`config.mk`:
```
export PLATFORM = sky130hd
export DESIGN_NAME = btn_conditioner
export DESIGN_NICKNAME = d
export VERILOG_FILES = /design/src/rtl/btn_conditioner.sv
export SDC_FILE = /design/constraint.sdc
export NUM_CORES = 1
export LEC_CHECK = 0
export BUFFER_PORTS_ARGS = -buffer_cell sky130_fd_sc_hd__buf_2
export CORE_MARGIN = 8
export CORE_UTILIZATION = 30
export DETAILED_ROUTE_END_ITERATION = 16
export PLACE_DENSITY = 0.58
export SETUP_SLACK_MARGIN = 0.1
export SLEW_MARGIN = 20
export SYNTH_ARGS = -nofsm -noshare
export SYNTH_HDL_FRONTEND = slang
export SYNTH_SLANG_ARGS = --single-unit
```
`constraint.sdc`:
```
create_clock -name clk -period 4.2 [get_ports clk]
set_input_delay 0.42 -clock clk [delete_from_list [all_inputs] [get_ports clk]]
set_output_delay 0.42 -clock clk [all_outputs]
set_load 0.005 [all_outputs]
```
`src/rtl/btn_conditioner.sv`:
```
// btn_conditioner
// Synchronizes, debounces and classifies the raw stopwatch push-button.
// A short press yields a one-cycle short_pulse (start/stop); a long press
// yields a one-cycle long_pulse (clear). All outputs are registered.
//
// Optional feature macro: BTN_LONG_PRESS_EN
//   defined   : long-press classification; short_pulse issued on release.
//   undefined : no long-press logic; long_pulse tied low and short_pulse
//               fires on press, together with the rise of level.

module btn_conditioner #(
    parameter int DEBOUNCE_MS = 20,
    parameter int LONG_MS     = 1000
) (
    input  logic clk,
    input  logic rst,
    input  logic btn_in,
    output logic level,
    output logic short_pulse,
    output logic long_pulse
);

    // A debounce length of 1 would give a zero-width counter, so keep one bit.
    localparam int DB_W = (DEBOUNCE_MS > 1) ? $clog2(DEBOUNCE_MS) : 1;
    localparam logic [DB_W-1:0] DB_LAST = DB_W'(DEBOUNCE_MS - 1);

    // Parameter sanity checks at elaboration time.
    if (DEBOUNCE_MS < 1) begin : g_bad_debounce
        $error("btn_conditioner: DEBOUNCE_MS must be at least 1");
    end
    if (LONG_MS < 2) begin : g_bad_long
        $error("btn_conditioner: LONG_MS must be at least 2");
    end

`ifdef BTN_LONG_PRESS_EN
    localparam int HOLD_W = $clog2(LONG_MS);
    localparam logic [HOLD_W-1:0] HOLD_LAST = HOLD_W'(LONG_MS - 1);

    typedef enum logic [2:0] {
        IDLE,
        PRESS_DB,
        HELD,
        LONG_HELD,
        RELEASE_DB
    } state_t;

    logic [HOLD_W-1:0] hold_cnt;
    logic              was_long;
`else
    typedef enum logic [2:0] {
        IDLE,
        PRESS_DB,
        HELD,
        RELEASE_DB
    } state_t;
`endif

    state_t          state;
    logic [DB_W-1:0] db_cnt;
    logic [1:0]      sync_q;
    logic            btn_s;

    // Two-flop synchronizer for the asynchronous button input.
    always_ff @(posedge clk or posedge rst) begin
        if (rst) begin
            sync_q <= 2'b00;
        end else begin
            sync_q <= {sync_q[0], btn_in};
        end
    end

    assign btn_s = sync_q[1];

    // Debounce / classification FSM with registered level and pulse outputs.
    always_ff @(posedge clk or posedge rst) begin
        if (rst) begin
            state       <= IDLE;
            db_cnt      <= '0;
            level       <= 1'b0;
            short_pulse <= 1'b0;
            long_pulse  <= 1'b0;
`ifdef BTN_LONG_PRESS_EN
            hold_cnt    <= '0;
            was_long    <= 1'b0;
`endif
        end else begin
            short_pulse <= 1'b0;
            long_pulse  <= 1'b0;
            case (state)
                IDLE: begin
                    if (btn_s) begin
                        state  <= PRESS_DB;
                        db_cnt <= '0;
                    end
                end

                PRESS_DB: begin
                    if (!btn_s) begin
                        state <= IDLE;
                    end else if (db_cnt == DB_LAST) begin
                        state <= HELD;
                        level <= 1'b1;
`ifdef BTN_LONG_PRESS_EN
                        hold_cnt <= '0;
                        was_long <= 1'b0;
`else
                        short_pulse <= 1'b1;
`endif
                    end else begin
                        db_cnt <= db_cnt + 1'b1;
                    end
                end

                HELD: begin
                    if (!btn_s) begin
                        // Release wins over long classification; hold_cnt freezes.
                        state  <= RELEASE_DB;
                        db_cnt <= '0;
                    end
`ifdef BTN_LONG_PRESS_EN
                    else if (hold_cnt == HOLD_LAST) begin
                        state      <= LONG_HELD;
                        long_pulse <= 1'b1;
                        was_long   <= 1'b1;
                    end else begin
                        hold_cnt <= hold_cnt + 1'b1;
                    end
`endif
                end

`ifdef BTN_LONG_PRESS_EN
                LONG_HELD: begin
                    if (!btn_s) begin
                        state  <= RELEASE_DB;
                        db_cnt <= '0;
                    end
                end
`endif

                RELEASE_DB: begin
                    if (btn_s) begin
`ifdef BTN_LONG_PRESS_EN
                        if (was_long) begin
                            state <= LONG_HELD;
                        end else begin
                            // The cycle that ends a dropout already sees the
                            // button high, so it counts as held time.
                            state <= HELD;
                            if (hold_cnt != HOLD_LAST) begin
                                hold_cnt <= hold_cnt + 1'b1;
                            end
                        end
`else
                        state <= HELD;
`endif
                    end else if (db_cnt == DB_LAST) begin
                        state <= IDLE;
                        level <= 1'b0;
`ifdef BTN_LONG_PRESS_EN
                        if (!was_long) begin
                            short_pulse <= 1'b1;
                        end
`endif
                    end else begin
                        db_cnt <= db_cnt + 1'b1;
                    end
                end

                default: begin
                    state <= IDLE;
                end
            endcase
        end
    end

endmodule
```
==> flow_metrics.py <==
metrics = {
    "timing": {
        "period_share_pct": 44.1,
        "layout_setup_ws_ns": 2.35,
        "final.setup.tns_ns": 0,
        "clock.fmax_mhz": 539,
        "min_period_ns": 1.85,
        "final.setup_skew_ns": 0.00152,
        "slew_violations": 0,
        "hold_viol_final": 0,
        "rsz0062_at_grt": "false",
        "finalSetupViolCount": 0,
    },
    "clocking": {
        "cts_hold_buf": 0,
        "htreeDepth": 1,
        "clk_pin_slew_ns": 0.07,
        "tritoncts": "done",
        "insertion_delay_ns": 0.27,
        "post_cts_buffers": 0,
        "ctsResizeCount": 0,
        "clock-root-buffer": "clkbuf_4",
        "cts.sinks": 11,
        "clockBufferDepth": 2,
        "numCtsBuffers": 3,
    },
    "routing": {
        "dr.pass1.iters": 4,
        "dr.first_iter.drc_count": 10,
        "vias": 496,
        "drt_wl_total_mm": 1.25,
        "vias_per_cell": 5.01,
        "routedWlPerCell_um": 12.6,
        "ant_nets": 0,
        "drc": 0,
    },
    "floorplan": {
        "core_um2": 2150,
        "rows": 17,
        "die_x_um": 62.8,
        "start_util_pct": 30.6,
        "ios": 6,
        "dieArea_um2": 3950,
        "fp.dieH_um": 62.8,
    },
    "logic_synthesis": {
        "yosys.area.top_type": "dfrtp_1",
        "synthFlopType": "dfrtp_1",
        "synth_top_family_by_area": "simple AND/OR/NAND/NOR gates",
        "synthAdderAreaFrac_pct": 15.2,
        "synth_simple_gate_area_share_pct": 18.6,
        "synth_compound_area_share_pct": 12.2,
        "yosysSeqAreaShare_pct": 41.8,
        "synth_seq_cells": 11,
        "syn_avg_cell_area_um2": 10.3,
        "ys_top_cells_by_area": "dfrtp_1 (42%), ha_1 (15%), mux2_2 (5.1%), nor2_1 (4.6%), a21oi_1 (3.8%)",
        "syn-num-nets": 75,
        "synth_edf_count": 0,
        "synthArstFlopShare_pct": 100,
        "synth_xor_area_share_pct": 1.33,
        "ys_types": 24,
        "yosys_warnings": 0,
        "synth_area_um2": 658,
        "syn_inst": 64,
        "synthMuxAreaShare_pct": 6.84,
        "synth.top_cell.area_share_pct": 41.8,
    },
    "critical_path": {
        "rrSetupSlack_ns": 2.35,
        "cp-end-kind": "register",
        "ff2ff_path_depth": 6,
        "worstPathMaxFanout": 8,
        "arrival_ns": 2.06,
        "startpoint": "state[0]",
        "required_ns": 4.40,
        "critPathLaunchType": "register",
        "reg2reg_from": "state[0]",
        "r2r_end": "db_cnt[3]",
        "worstSetupPathType": "register to register",
    },
    "placed_design": {
        "port_buffers": 4,
        "post-place-ws_ns": 2.35,
        "post-dp-hpwl_um": 917,
        "place_congestion": 0.833,
    },
    "global_routing": {
        "grt_start_max_net_pins": 12,
        "antenna_found_initial": 0,
        "grt_pass1_wl_mm": 2.30,
        "grt_overflow": 0,
        "first_global_vias": 533,
        "grt_util_all_layers_pct": 7.20,
    },
    "layout": {
        "fin_nets": 83,
        "drive_above_1_share_pct": 19.7,
        "antennaDiodeCount": 0,
        "area_growth_pct": 11.2,
        "seq_area_um2": 275,
        "fillCellCount": 222,
        "multi_input_comb_area_um2": 360,
    },
    "run_status": {
        "run_status": "finished, final reports clean",
    },
    "pwr": {
        "power.density_nw_per_um2": 571,
        "vdd_drop_max_mv": 0.193,
        "leakage_nw": 0.340,
    },
    "min_path": {
        "min_path_type": "input port to async pin",
    },
    "run": {
        "cap_violations": 0,
    },
}
worst max-delay path, cell delays in order (launching register included):
cell and delay (ns):
dfrtp_1 0.49, inv_1 0.13, ha_1 0.24, nor3_1 0.27, nor2_1 0.15, or3_1 0.36
a21oi_1 0.14
layout make-up:
| type | instances | area share, % |
|---|---|---|
| repair buffers | 4 | 2.74 |
| multi-input cells | 48 | 49.2 |
| flip-flops and latches | 11 | 37.6 |
| well taps | 28 | 4.79 |
| inverters | 4 | 2.05 |
| clock buffers | 4 | 3.59 |
per-layer routing:
layer / wire length, µm / global-route usage (%) / part of all wire (%) / up-vias
met4: 42 / 5.98 / 3.4 / 0
li1: - / - / - / 239
met2: 588 / 11.8 / 47 / 12
met5: 0 / 0 / 0 / -
met3: 58 / 2.33 / 4.6 / 4
met1: 561 / 7.33 / 45 / 241
layout by cell type, fill, tap and decap left out, types with 2 or more instances in the layout:
master	count
a21oi_1	5
buf_2	4
clkbuf_4	3
dfrtp_1	11
ha_1	8
inv_1	4
mux2_2	3
nand3_1	2
nor2_1	8
nor3_1	3
o21ai_0	4
or3_1	2
cells by family after synthesis:
group                      count (synthesis)
adders and majority gates                  8
and+or+nand+nor                           21
xor gates and xnor gates                   1
AOI/OAI and AO/OA                         13
buffers and inverters                      5
other                                      1
muxes                                      4
DFF                                       11
sequential cells by signal (all words and copies together), names as in the netlist, named ones only:
| register | count |
|---|---|
| db_cnt | 5 |
| state | 1 |
| level | 1 |
| sync_q | 2 |
| short_pulse | 1 |
cell usage after synthesis (all sizes together) (2+ instances only):
| cell | count |
|---|---|
| nor3 | 3 |
| nand3 | 2 |
| nor2 | 8 |
| inv | 4 |
| a21oi | 6 |
| or3 | 2 |
| o21ai | 4 |
| dfrtp | 11 |
| mux2 | 4 |
| ha | 8 |
per-stage QoR:
stage	instance area (µm²)	instances	hold slack [ns]	total power [mW]	utilization (%)
finish	732	99	0.125	0.418	34.1
global route	732	99	0.157	0.460	34.1
CTS	732	99	0.137	0.425	34.1
detailed placement	706	95	0.340	0.346	32.8
global placement	706	95	0.335	0.337	32.8
floorplan	658	64	0.272	0.305	-
worst max path at each step:
stage	slack [ns]	depth (start not counted)	end
after floorplan	2.56	6	db_cnt[0]
after global placement	2.44	6	db_cnt[0]
after detailed placement	2.35	6	db_cnt[3]
after CTS	2.33	6	db_cnt[3]
after global routing	2.16	6	db_cnt[0]
final	2.35	6	db_cnt[3]
report_power, final:
part | internal (mW) | switching (mW) | leakage (nW) | total [mW]
combinational | 0.0806 | 0.106 | 0.182 | 0.187
sequential | 0.128 | 0.0291 | 0.143 | 0.157
clock | 0.0368 | 0.0374 | 0.0150 | 0.0742
Power figures use the tool's default switching activity.
